<file path="config.mk">
export PLATFORM = sky130hd
export DESIGN_NAME = note_judge_flat
export DESIGN_NICKNAME = d
export VERILOG_FILES = /design/src/rtl/note_judge_if.sv /design/src/rtl/note_judge.sv /design/src/flat_wrapper.sv
export SDC_FILE = /design/constraint.sdc
export NUM_CORES = 1
export LEC_CHECK = 0
export BUFFER_PORTS_ARGS = -buffer_cell sky130_fd_sc_hd__buf_2
export CAP_MARGIN = 20
export CORE_UTILIZATION = 42
export CTS_CLUSTER_SIZE = 28
export DETAILED_ROUTE_END_ITERATION = 10
export PLACE_DENSITY = 0.73
export SYNTH_ARGS = -nofsm -noshare
export SYNTH_HDL_FRONTEND = slang
export SYNTH_SLANG_ARGS = --single-unit
</file>
<file path="constraint.sdc">
create_clock -name clk65 -period 9.2 [get_ports clk65]
set_input_delay 0.46 -clock clk65 [delete_from_list [all_inputs] [get_ports clk65]]
set_output_delay 0.46 -clock clk65 [all_outputs]
set_load 0.02 [all_outputs]
</file>
<file path="src/rtl/note_judge_if.sv">
// note_judge_if: player/song inputs, note ROM read bus and HUD/renderer outputs of the hit judge.
//   master: judge side (drives note_addr and the result outputs).
//   slave : environment side (drives song timing, buttons and ROM data).
interface note_judge_if #(
  parameter int unsigned ADDR_W = 5
) ();
  logic [15:0]       song_time;
  logic              song_run;
  logic              strum;
  logic [4:0]        fret;
  logic [ADDR_W-1:0] note_addr;
  logic [15:0]       note_time;
  logic [4:0]        note_fret;
  logic              match_en;
  logic [15:0]       match_time;
  logic              miss;
  logic              overstrum;
  logic [15:0]       score;
  logic [7:0]        streak;

  modport master (
    input  song_time, song_run, strum, fret, note_time, note_fret,
    output note_addr, match_en, match_time, miss, overstrum, score, streak
  );

  modport slave (
    output song_time, song_run, strum, fret, note_time, note_fret,
    input  note_addr, match_en, match_time, miss, overstrum, score, streak
  );
endinterface

</file>
<file path="src/rtl/note_judge.sv">
// note_judge: judges strums against the sorted note list, expires unplayed notes and keeps
// score/streak for the HUD.
//   clk65 : pixel clock
//   reset : synchronous, active-high
//   bus   : note_judge_if.master (song inputs, note ROM bus, match/miss/overstrum pulses,
//           score, streak)
// Optional feature: define NOTE_JUDGE_MULT_EN to scale the per-hit increment by a streak
// multiplier min(1 + streak/10, 4); otherwise every hit adds 10.
module note_judge #(
  parameter int unsigned HIT_WINDOW  = 25,
  parameter int unsigned ADDR_W      = 5,
  parameter int unsigned SEARCH_SPAN = 4
) (
  input logic          clk65,
  input logic          reset,
  note_judge_if.master bus
);

  typedef enum logic [1:0] {StIdle, StWait, StCmp} state_e;
  typedef enum logic {ModeScan, ModeExpire} mode_e;

  state_e                 state_q, state_d;
  mode_e                  mode_q, mode_d;
  logic [2:0]             k_q, k_d;
  logic [ADDR_W-1:0]      head_q, head_d;
  logic [SEARCH_SPAN-1:0] matched_q, matched_d;
  logic                   pending_q, pending_d;
  logic                   strum_dly_q;
  logic [ADDR_W-1:0]      note_addr_q, note_addr_d;
  logic                   match_en_q, match_en_d;
  logic [15:0]            match_time_q, match_time_d;
  logic                   miss_q, miss_d;
  logic                   overstrum_q, overstrum_d;
  logic [15:0]            score_q, score_d;
  logic [7:0]             streak_q, streak_d;

  logic        strum_edge;
  logic [16:0] nt17, st17, win17, abs_diff, incr, score_sum;
  logic        is_sentinel, in_window, too_early, expired, matched_k, last_k, hit, stop;

  assign strum_edge = bus.strum & ~strum_dly_q & bus.song_run;

  // 17-bit arithmetic so song_time + window never wraps.
  assign nt17        = {1'b0, bus.note_time};
  assign st17        = {1'b0, bus.song_time};
  assign win17       = 17'(HIT_WINDOW);
  assign abs_diff    = (nt17 >= st17) ? (nt17 - st17) : (st17 - nt17);
  assign is_sentinel = (bus.note_time == 16'hFFFF);
  assign in_window   = (abs_diff <= win17);
  assign too_early   = (nt17 > st17 + win17);
  assign expired     = !is_sentinel && (st17 > nt17) && ((st17 - nt17) > win17);
  assign last_k      = (k_q == 3'(SEARCH_SPAN - 1));

  always_comb begin
    matched_k = 1'b0;
    for (int unsigned i = 0; i < SEARCH_SPAN; i++) begin
      if (k_q == 3'(i)) matched_k = matched_q[i];
    end
  end

  // The sentinel is never hittable, even if its time lands inside the window.
  assign hit  = !is_sentinel && in_window && (bus.note_fret == bus.fret) && !matched_k;
  assign stop = is_sentinel || too_early || last_k;

`ifdef NOTE_JUDGE_MULT_EN
  // Multiplier uses the streak before this hit is counted.
  always_comb begin
    if (streak_q < 8'd10)      incr = 17'd10;
    else if (streak_q < 8'd20) incr = 17'd20;
    else if (streak_q < 8'd30) incr = 17'd30;
    else                       incr = 17'd40;
  end
`else
  assign incr = 17'd10;
`endif

  assign score_sum = {1'b0, score_q} + incr;

  always_comb begin
    state_d      = state_q;
    mode_d       = mode_q;
    k_d          = k_q;
    head_d       = head_q;
    matched_d    = matched_q;
    pending_d    = pending_q;
    note_addr_d  = note_addr_q;
    match_en_d   = 1'b0;
    match_time_d = match_time_q;
    miss_d       = 1'b0;
    overstrum_d  = 1'b0;
    score_d      = score_q;
    streak_d     = streak_q;

    // Edges outside IDLE are parked; a second one while parked is dropped.
    if ((state_q != StIdle) && strum_edge) pending_d = 1'b1;

    unique case (state_q)
      StIdle: begin
        // Any parked strum is consumed here; with song stopped it is simply discarded.
        pending_d = 1'b0;
        if (bus.song_run && (pending_q || strum_edge)) begin
          k_d         = 3'd0;
          note_addr_d = head_q;
          mode_d      = ModeScan;
          state_d     = StWait;
        end else if (bus.song_run) begin
          note_addr_d = head_q;
          mode_d      = ModeExpire;
          state_d     = StWait;
        end
      end
      StWait: state_d = StCmp;
      StCmp: begin
        state_d = StIdle;
        if (mode_q == ModeExpire) begin
          if (expired) begin
            head_d    = head_q + ADDR_W'(1);
            matched_d = matched_q >> 1;
            if (!matched_q[0]) begin
              miss_d   = 1'b1;
              streak_d = 8'd0;
            end
          end
        end else if (hit) begin
          for (int unsigned i = 0; i < SEARCH_SPAN; i++) begin
            if (k_q == 3'(i)) matched_d[i] = 1'b1;
          end
          match_en_d   = 1'b1;
          match_time_d = bus.note_time;
          streak_d     = (streak_q == 8'hFF) ? streak_q : streak_q + 8'd1;
          score_d      = score_sum[16] ? 16'hFFFF : score_sum[15:0];
        end else if (stop) begin
          overstrum_d = 1'b1;
          streak_d    = 8'd0;
        end else begin
          k_d         = k_q + 3'd1;
          note_addr_d = head_q + ADDR_W'(k_q) + ADDR_W'(1);
          state_d     = StWait;
        end
      end
      default: state_d = StIdle;
    endcase
  end

  always_ff @(posedge clk65) begin
    if (reset) begin
      state_q      <= StIdle;
      mode_q       <= ModeScan;
      k_q          <= 3'd0;
      head_q       <= '0;
      matched_q    <= '0;
      pending_q    <= 1'b0;
      strum_dly_q  <= 1'b0;
      note_addr_q  <= '0;
      match_en_q   <= 1'b0;
      match_time_q <= 16'd0;
      miss_q       <= 1'b0;
      overstrum_q  <= 1'b0;
      score_q      <= 16'd0;
      streak_q     <= 8'd0;
    end else begin
      state_q      <= state_d;
      mode_q       <= mode_d;
      k_q          <= k_d;
      head_q       <= head_d;
      matched_q    <= matched_d;
      pending_q    <= pending_d;
      strum_dly_q  <= bus.strum;
      note_addr_q  <= note_addr_d;
      match_en_q   <= match_en_d;
      match_time_q <= match_time_d;
      miss_q       <= miss_d;
      overstrum_q  <= overstrum_d;
      score_q      <= score_d;
      streak_q     <= streak_d;
    end
  end

  assign bus.note_addr  = note_addr_q;
  assign bus.match_en   = match_en_q;
  assign bus.match_time = match_time_q;
  assign bus.miss       = miss_q;
  assign bus.overstrum  = overstrum_q;
  assign bus.score      = score_q;
  assign bus.streak     = streak_q;

endmodule

</file>
<file path="src/flat_wrapper.sv">
// flat-port wrapper written by rule: the top's interface ports become plain ports
module note_judge_flat 
#(
  parameter int unsigned HIT_WINDOW  = 25,
  parameter int unsigned ADDR_W      = 5,
  parameter int unsigned SEARCH_SPAN = 4
)
  (clk65, reset, bus_song_time, bus_song_run, bus_strum, bus_fret, bus_note_time, bus_note_fret, bus_note_addr, bus_match_en, bus_match_time, bus_miss, bus_overstrum, bus_score, bus_streak);
  note_judge_if #(.ADDR_W(ADDR_W)) bus_i ();
  input logic clk65;
  input logic reset;
  input wire logic [$bits(bus_i.song_time)-1:0] bus_song_time;
  input wire logic [$bits(bus_i.song_run)-1:0] bus_song_run;
  input wire logic [$bits(bus_i.strum)-1:0] bus_strum;
  input wire logic [$bits(bus_i.fret)-1:0] bus_fret;
  input wire logic [$bits(bus_i.note_time)-1:0] bus_note_time;
  input wire logic [$bits(bus_i.note_fret)-1:0] bus_note_fret;
  output wire logic [$bits(bus_i.note_addr)-1:0] bus_note_addr;
  output wire logic [$bits(bus_i.match_en)-1:0] bus_match_en;
  output wire logic [$bits(bus_i.match_time)-1:0] bus_match_time;
  output wire logic [$bits(bus_i.miss)-1:0] bus_miss;
  output wire logic [$bits(bus_i.overstrum)-1:0] bus_overstrum;
  output wire logic [$bits(bus_i.score)-1:0] bus_score;
  output wire logic [$bits(bus_i.streak)-1:0] bus_streak;
  assign bus_i.song_time = bus_song_time;
  assign bus_i.song_run = bus_song_run;
  assign bus_i.strum = bus_strum;
  assign bus_i.fret = bus_fret;
  assign bus_i.note_time = bus_note_time;
  assign bus_i.note_fret = bus_note_fret;
  assign bus_note_addr = bus_i.note_addr;
  assign bus_match_en = bus_i.match_en;
  assign bus_match_time = bus_i.match_time;
  assign bus_miss = bus_i.miss;
  assign bus_overstrum = bus_i.overstrum;
  assign bus_score = bus_i.score;
  assign bus_streak = bus_i.streak;
  note_judge #(.HIT_WINDOW(HIT_WINDOW), .ADDR_W(ADDR_W), .SEARCH_SPAN(SEARCH_SPAN)) u_core (.clk65(clk65), .reset(reset), .bus(bus_i));
endmodule
</file>
* After elaboration in Yosys (flattened, before gate mapping)
Index checks and enable logic that the tools add are counted.
Storage, ports and cells: flip-flop bits (word level) 65, input bits 46, output and inout port bits 48, logic and storage cells 131
Cells by class: magnitude comparators 5, equality and inequality tests 16, mux-type cells 41, bitwise gates (word level) 6, add/subtract/negate cells 9, reductions and logical operators 37
Operator list (count):
- $mux 8 | 6
- $sub 16x16->17 | 2
- $mux 5 | 5
- $add 16x4->17 const B | 1
- $add 16x5->17 const B | 1
- $gt 16x17->1 | 1
- $gt 17x5->1 const B | 1
- $le 17x5->1 const B | 1
- $mux 17 | 1
- $eq 16x16->1 const B | 1
- $ge 16x16->1 | 1
- $gt 16x16->1 | 1
- $mux 16 | 1
- $reduce_and 4->1 | 4
- $reduce_bool 2->1 | 8
- $reduce_and 5->1 | 3
- $mux 1 | 14
- $mux 3 | 4
- $mux 4 | 3
- $add 5x1->5 const B | 2
- $ne 2x2->1 const B | 5
- $pmux 5 s2 | 1
- $add 8x1->8 const B | 1
- $eq 8x8->1 const B | 1
- other kinds (25) | 45

* Longest topological paths before layout
Gate-level depths: netlist (run 1).
depth in word-level cells 10, gate-level depth with buffers 17, gate-level depth less buffers 17

* Worst setup path before layout (run 1)
OpenSTA, ideal clock, no wires.
path kind in2reg, from input bus_song_time[0], to register u_core.match_time_q[7] (netlist: u_core.bus.match_time[7]), library setup time 0.128 ns, required time 9.072 ns, slack 5.480 ns, cell stages on the path 15, buffers on the path 1, arrival 3.592 ns, cells stage by stage inv_1 > ha_1 > inv_1 > fa_1 > a211oi_2 > o31ai_2 > a221oi_2 > o21ai_1 > or4_4 > nor4b_4 > o2111ai_4 > nor2_1 > buf_2 > mux2i_1 > nor2_1
On the way: longest elaborated chain between the ends 7, elaborated cells between the ends (all ways) 9, those cells by class add/sub (2); order compare (2); mux (1); reduce/logical (4)
Ends and longest elaborated chain:
- start: declaration | RTL line flat_wrapper.sv:12 | input wire logic [$bits(bus_i.song_time)-1:0] bus_song_time;
- $sub 16x16->17 / $ge 16x16->1 (equally long branches) | RTL line note_judge.sv:47 | assign abs_diff = (nt17 >= st17) ? (nt17 - st17) : (st17 - nt17);
- $mux 17 * | RTL line note_judge.sv:47
- $le 17x5->1 * | RTL line note_judge.sv:49 | assign in_window = (abs_diff <= win17);
- $logic_and 1x1->1 * (3 in series) | RTL line note_judge.sv:62 | assign hit = !is_sentinel && in_window && (bus.note_fret == bus.fret) && !matched_k;
- $reduce_and 3->1 (no source line) *
- end signal: assignment | RTL line note_judge.sv:171 | match_time_q <= match_time_d;
- end: declaration | RTL line note_judge.sv:31 | logic [15:0] match_time_q, match_time_d;
Mark *: on every way between the ends. The rest lies on a longest branch, timed or not. A chain may end at the register's enable or synchronous reset.

* Final worst setup path (run 1)
from input bus_note_time[5], to register u_core.score_q[4] (netlist: u_core.bus.score[4])
On the way: longest elaborated chain between the ends 7, elaborated cells between the ends (all ways) 11, those cells by class add/sub (2); order compare (2); eq/ne (1); mux (1); reduce/logical (5)
Ends and longest elaborated chain:
- start: declaration | RTL line flat_wrapper.sv:16 | input wire logic [$bits(bus_i.note_time)-1:0] bus_note_time;
- $sub 16x16->17 / $ge 16x16->1 (equally long branches) | RTL line note_judge.sv:47
- $mux 17 | RTL line note_judge.sv:47
- $le 17x5->1 | RTL line note_judge.sv:49
- $logic_and 1x1->1 * (3 in series) | RTL line note_judge.sv:62
- $reduce_and 3->1 (no source line) *
- end signal: assignment | RTL line note_judge.sv:174 | score_q <= score_d;
- end: declaration | RTL line note_judge.sv:34 | logic [15:0] score_q, score_d;
Marks and branches as above.

==> results of run 1 <==
## through the flow
| stage | hold slack, ns | setup WS (ns) |
|---|---|---|
| after detailed placement | 0.469 | 4.25 |
| after global routing | 0.386 | 4.19 |
| after CTS | 0.366 | 4.58 |
| after floorplan | 0.467 | 5.48 |
| final | 0.372 | 4.55 |
| after global placement | 0.470 | 4.23 |
## worst paths after layout
path                  startpoint             endpoint  slack [ns]  cells after the start
min                    bus_strum   u_core.strum_dly_q        0.37                      2
max             bus_note_time[5]  u_core.bus.score[4]        4.55                     13
min reg2reg  u_core.bus.score[0]  u_core.bus.score[0]        0.49                      2
max reg2reg        u_core.k_q[1]  u_core.bus.score[4]        5.13                     12
## power by group through the flow
| stage | Combinational [mW] | Clock [mW] | Sequential [mW] |
|---|---|---|---|
| 2_1_floorplan | 0.171 | 0 | 0.299 |
| 3_3_place_gp | 0.230 | 0 | 0.299 |
| 3_5_place_dp | 0.232 | 0 | 0.299 |
| 4_1_cts | 0.234 | 0.366 | 0.293 |
| 5_1_grt | 0.263 | 0.377 | 0.294 |
| 6_report | 0.236 | 0.358 | 0.293 |
## layout make-up
cell class              instances  area [um2]
diodes                          1        2.50
clock buffers                  11         253
clock inverters                 5        62.6
fillers                      1298        6690
inverters                      55         206
multi-input cells             563        4070
flip-flops and latches         65        1300
well taps                     176         220
repair buffers                 96         488
## metal layers
layer,global-route usage (%),wire length [um]
met3,3.50,768
met4,7.28,265
met5,0,0
met1,30.3,7210
met2,34.6,6880
## state kept, by name, indices dropped and copies added (netlist names)
signal,cells
u_core.mode_q,1
u_core.k_q,3
u_core.pending_q,1
u_core.bus.note_addr,5
u_core.bus.score,16
u_core.state_q,2
u_core.bus.streak,8
u_core.bus.miss,1
u_core.bus.match_time,16
u_core.matched_q,4
u_core.bus.overstrum,1
u_core.head_q,5
u_core.strum_dly_q,1
u_core.bus.match_en,1
## worst max-delay path, cell delays in order
cell	delay, ns
buf_2	0.15
inv_1	0.06
ha_1	0.47
nand2_1	0.17
o31ai_2	0.57
a21oi_1	0.19
xnor2_1	0.16
a2111oi_1	0.87
a32o_1	0.30
o2111ai_4	0.38
nor4b_4	0.56
nand2_1	0.35
a21oi_1	0.22
## cell families after synthesis
logic type,count (synthesis),synth area share (%)
AOI/OAI and AO/OA,189,22.7
DFF,65,22.6
adders and majority gates,63,14.1
buffers and inverters,85,6.53
xor gates and xnor gates,51,7.77
muxes,26,4.57
and+or+nand+nor,234,21.7
## placed cells by master, fill, tap and decap left out, types with 4 or more instances in the layout
master,Yosys,routed
a211oi_1,22,22
a21o_1,11,11
a21oi_1,55,55
a31oi_1,9,9
and2_1,4,4
and3_1,7,7
and4_1,5,5
buf_2,9,93
clkbuf_16,0,9
dfxtp_1,65,65
ha_1,60,60
inv_1,55,55
mux2i_1,24,24
nand2_1,42,42
nand2b_1,13,13
nand3_1,14,14
nand4_1,19,19
nor2_1,71,70
nor2b_1,8,8
nor3_1,13,13
nor3b_1,5,5
nor4_1,12,12
o211a_1,4,4
o211ai_1,5,5
o21a_1,5,5
o21ai_0,32,32
o21bai_1,4,4
o31ai_1,4,4
or3_1,4,4
xnor2_1,38,38
xor2_1,13,13
==> metrics.cfg, run 1 <==
[synth]
netlist_area_um2=5750
synth_seq_cells=65
synthArstFlopShare_pct=0
yosysTopAreaCell=dfxtp_1
syn_nets=822
synthFlopType=dfxtp_1
synth_top_area_share_pct=22.6
synth_common_cells=nor2_1 (71), dfxtp_1 (65), ha_1 (60)
ys_seq_area_share_pct=22.6
synth-edff-count=0
synth_area_leaders=dfxtp_1 (23%), ha_1 (13%), xnor2_1 (5.8%)
syn-instance-count=713
synth.avg_cell_area_um2=8.06
ys_warn_count=0
yosysUniqueCellTypes=73
synth.most_common_cell=nor2_1

[sta]
finalCriticalPeriod_ns=4.65
final.setup.tns_ns=0
finalHoldViolCount=0
worst_pin_slew_ns=0.959
rsz0062_at_grt=false
maxSlewHeadroom_pct=35.9
drv_slew=0
fin_skew_ns=0.00506
setup_viol=0
fmax_ghz=0.215
fin_crit_sh_pct=50.6

[drt]
drtIter0Drc=386
routed_wirelength_um=15100
vias=5398
via_per_inst=5.55
dr.pass1.iters=4
routedWlPerCell_um=15.6
route.detailed.drc=0
postRouteAntennaNets=0

[clock_network]
cts_tree=yes
post_cts_resized=0
cts_setup_buffers=0
cts_buffers=9
clk_pin_slew_worst_paths_ns=0.06
cts_max_level=3
cts.sinks=65
clockBufferDepth=2
root_buffer=clkbuf_16
ctsHoldBuffers=0
clk_latency_ns=0.34

[floorplan]
die_w_um=119
num_io_pins=94
start_util_pct=43.2
rows=42
die_area_um2=14200
core_um2=13300
die_h_um=119

[power]
combPwrFrac_pct=26.6
cellPowerDensity_nw_per_um2=134
clkPwrFrac_pct=40.3
switching_power_mw=0.283
vdd_drop_max_uv=131
seq_power_share_pct=33.0
p_leak_nw=2.84
internal_power_mw=0.604
finalPower_mw=0.887
switching_share_pct=31.9

[final_layout]
fin_util_pct=49.7
fin_nets=899
final_cells=972
fin_area_um2=6610
drive_above_1_share_pct=16.6
area.growth.synth_to_final_pct=15.0

[critical_path]
critPathArrivalTime_ns=4.92
crit_path_max_fanout=22
critPathCaptureType=flip-flop
critPathKind=input port to flip-flop
cp.required_ns=9.47
crit_path_start_kind=input port

[global_routing]
overflow=0
grt_pass1_wl_um=25200
track_usage_pct=21.9
antenna_found_initial=1
grt_pass1_vias=5101
grt_max_degree=69

[placement]
numPortBuffers=93
placed_area_um2=6290
placedCellCount=955
gp_congestion=0.947
dpl.hpwl_um=11900

[min_path]
hp-class=input port to flip-flop

[status]
status=completed

[flow_run]
maxCapViolCount=0

Power figures use the tool's default switching activity.
==> run 2: changes to the inputs <==
- PLACE_DENSITY: 0.73 -> 0.76
- clock period: 9.2 -> 4.1 ns (I/O delays scaled with it)
==> metrics.cfg, run 2 (same netlist as run 1, synthesis figures left out) <==
[critical_path]
cpPeakStageDelay_ns=0.54
critPathKind=flip-flop to flip-flop
path_cells=inv_1, ha_1, nand2_1, nand4_1, or4_1, a211o_1, a2111o_1, o22ai_1, o2111ai_4, buf_4, nor4b_2, buf_4, o2bb2a_1, o21ai_0
crit_path_max_fanout=9
crit_path_start_kind=flip-flop
crit_path_frequent_cell=buf_4
cp_num_buf_inv=3
crit_family=compound AO/OA/AOI/OAI gates
cp.required_ns=4.36
critPathSlowestCell=or4_1
critPathArrivalTime_ns=4.03
critPathCaptureType=flip-flop
r2r_slack_ns=0.33

[sta]
final.setup.tns_ns=0
rsz0062_at_grt=false
fmax_ghz=0.265
finalHoldViolCount=0
setup_viol=0
fin_skew_ns=0.00811
worst_pin_slew_ns=1.04
fin_crit_sh_pct=91.9
maxSlewHeadroom_pct=29.8
finalCriticalPeriod_ns=3.77
drv_slew=0

[floorplan]
die_area_um2=14200
die_h_um=119
rows=42
core_um2=13300
die_w_um=119
start_util_pct=43.2
num_io_pins=94

[clock_network]
cts_max_level=3
ctsHoldBuffers=0
clockBufferDepth=2
clk_pin_slew_worst_paths_ns=0.06
cts_tree=yes
root_buffer=clkbuf_16
cts_buffers=9
cts.sinks=65
clk_latency_ns=0.33

[final_layout]
diodes=0
layout_common_cells=buf_2 (93), nor2_1 (70), dfxtp_1 (65)
fillers=1261
layout_commonest_cell=buf_2
drive_above_1_share_pct=19.2
fin_nets=925
area.growth.synth_to_final_pct=18.5
final_cells=997
fin_area_um2=6810

[power]
seq_power_share_pct=32.5
combPwrFrac_pct=27.4
clkPwrFrac_pct=40.1
vdd_drop_max_uv=244
p_leak_nw=2.96
switching_share_pct=32.1
internal_power_mw=1.37
switching_power_mw=0.650
cellPowerDensity_nw_per_um2=297

[drt]
via_per_inst=5.63
routedWlPerCell_um=15.5
vias=5609
route.detailed.drc=0
dr.pass1.iters=5
routed_wirelength_um=15400
drtIter0Drc=278
postRouteAntennaNets=0

[placement]
numPortBuffers=93
gp_congestion=0.966
dpl.hpwl_um=12000
placedCellCount=976
placed_area_um2=6460

[global_routing]
antenna_found_initial=0
track_usage_pct=21.9
grt_pass1_wl_um=25400
overflow=0
grt_max_degree=51
grt_pass1_vias=5153

[status]
status=completed

[flow_run]
maxCapViolCount=0

[min_path]
hp-class=input port to flip-flop

-- run 2: changes by cell type in the layout (fill, tap and decap cells not counted) --
cell and change:
buf_12 +1, buf_4 +25, diode_2 -1
-- run 2: power groups by stage --
| stage | Combinational [mW] | Clock, mW | Sequential, mW |
|---|---|---|---|
| after floorplan | 0.384 | 0 | 0.672 |
| after global placement | 0.533 | 0 | 0.671 |
| after detailed placement | 0.541 | 0 | 0.671 |
| after CTS | 0.544 | 0.824 | 0.657 |
| after global routing | 0.611 | 0.855 | 0.660 |
| final | 0.554 | 0.811 | 0.658 |
-- run 2: metal layers --
layer  global-route usage [%]  wire (um)  vias up
met4                     6.49        272        0
li1                         -          -     2785
met3                     3.21        798       23
met1                     30.3       7420     2655
met2                     34.9       6950      146
met5                        0          0        -
-- run 2: layout make-up --
class	instances	area (um2)	share of cell area (%)
clock inverter	5	62.6	0.918
multi-input combinational	563	4070	59.8
inverter	55	206	3.03
clock buffer	11	253	3.71
timing repair buffer	122	696	10.2
tap	176	220	3.23
sequential	65	1300	19.1
-- run 2: final timing paths --
kind	cells past startpoint	from	end
max	14	u_core.k_q[2]	u_core.bus.streak[7]
min	2	bus_strum	u_core.strum_dly_q
max reg2reg	14	u_core.k_q[2]	u_core.bus.streak[7]
min reg2reg	2	u_core.bus.score[0]	u_core.bus.score[0]
-- run 2: worst reg2reg max path: cells and delay by family, from the launching register on --
family | cells | cell delay (ns)
adders and majority gates | 1 | 0.27
AOI/OAI and AO/OA | 6 | 1.45
and+or+nand+nor | 4 | 1.00
buffers and inverters | 3 | 0.56
DFF | 1 | 0.44
-- run 2: what timing repair did --
action	in CTS	in global routing
resized for setup	0	0
endpoints found under the setup margin	0	1
setup buffers	0	5
-- run 2: through the flow --
step / total power, mW / setup slack [ns] / util (%) / hold WS (ns)
after global placement: 1.20 / 0.238 / 48.6 / 0.452
after detailed placement: 1.21 / 0.102 / 48.6 / 0.452
final: 2.02 / 0.331 / 51.2 / 0.130
after global routing: 2.13 / 0.0668 / 51.2 / 0.161
after floorplan: 1.06 / 0.635 / - / 0.333
after CTS: 2.03 / 0.308 / 51.0 / 0.120
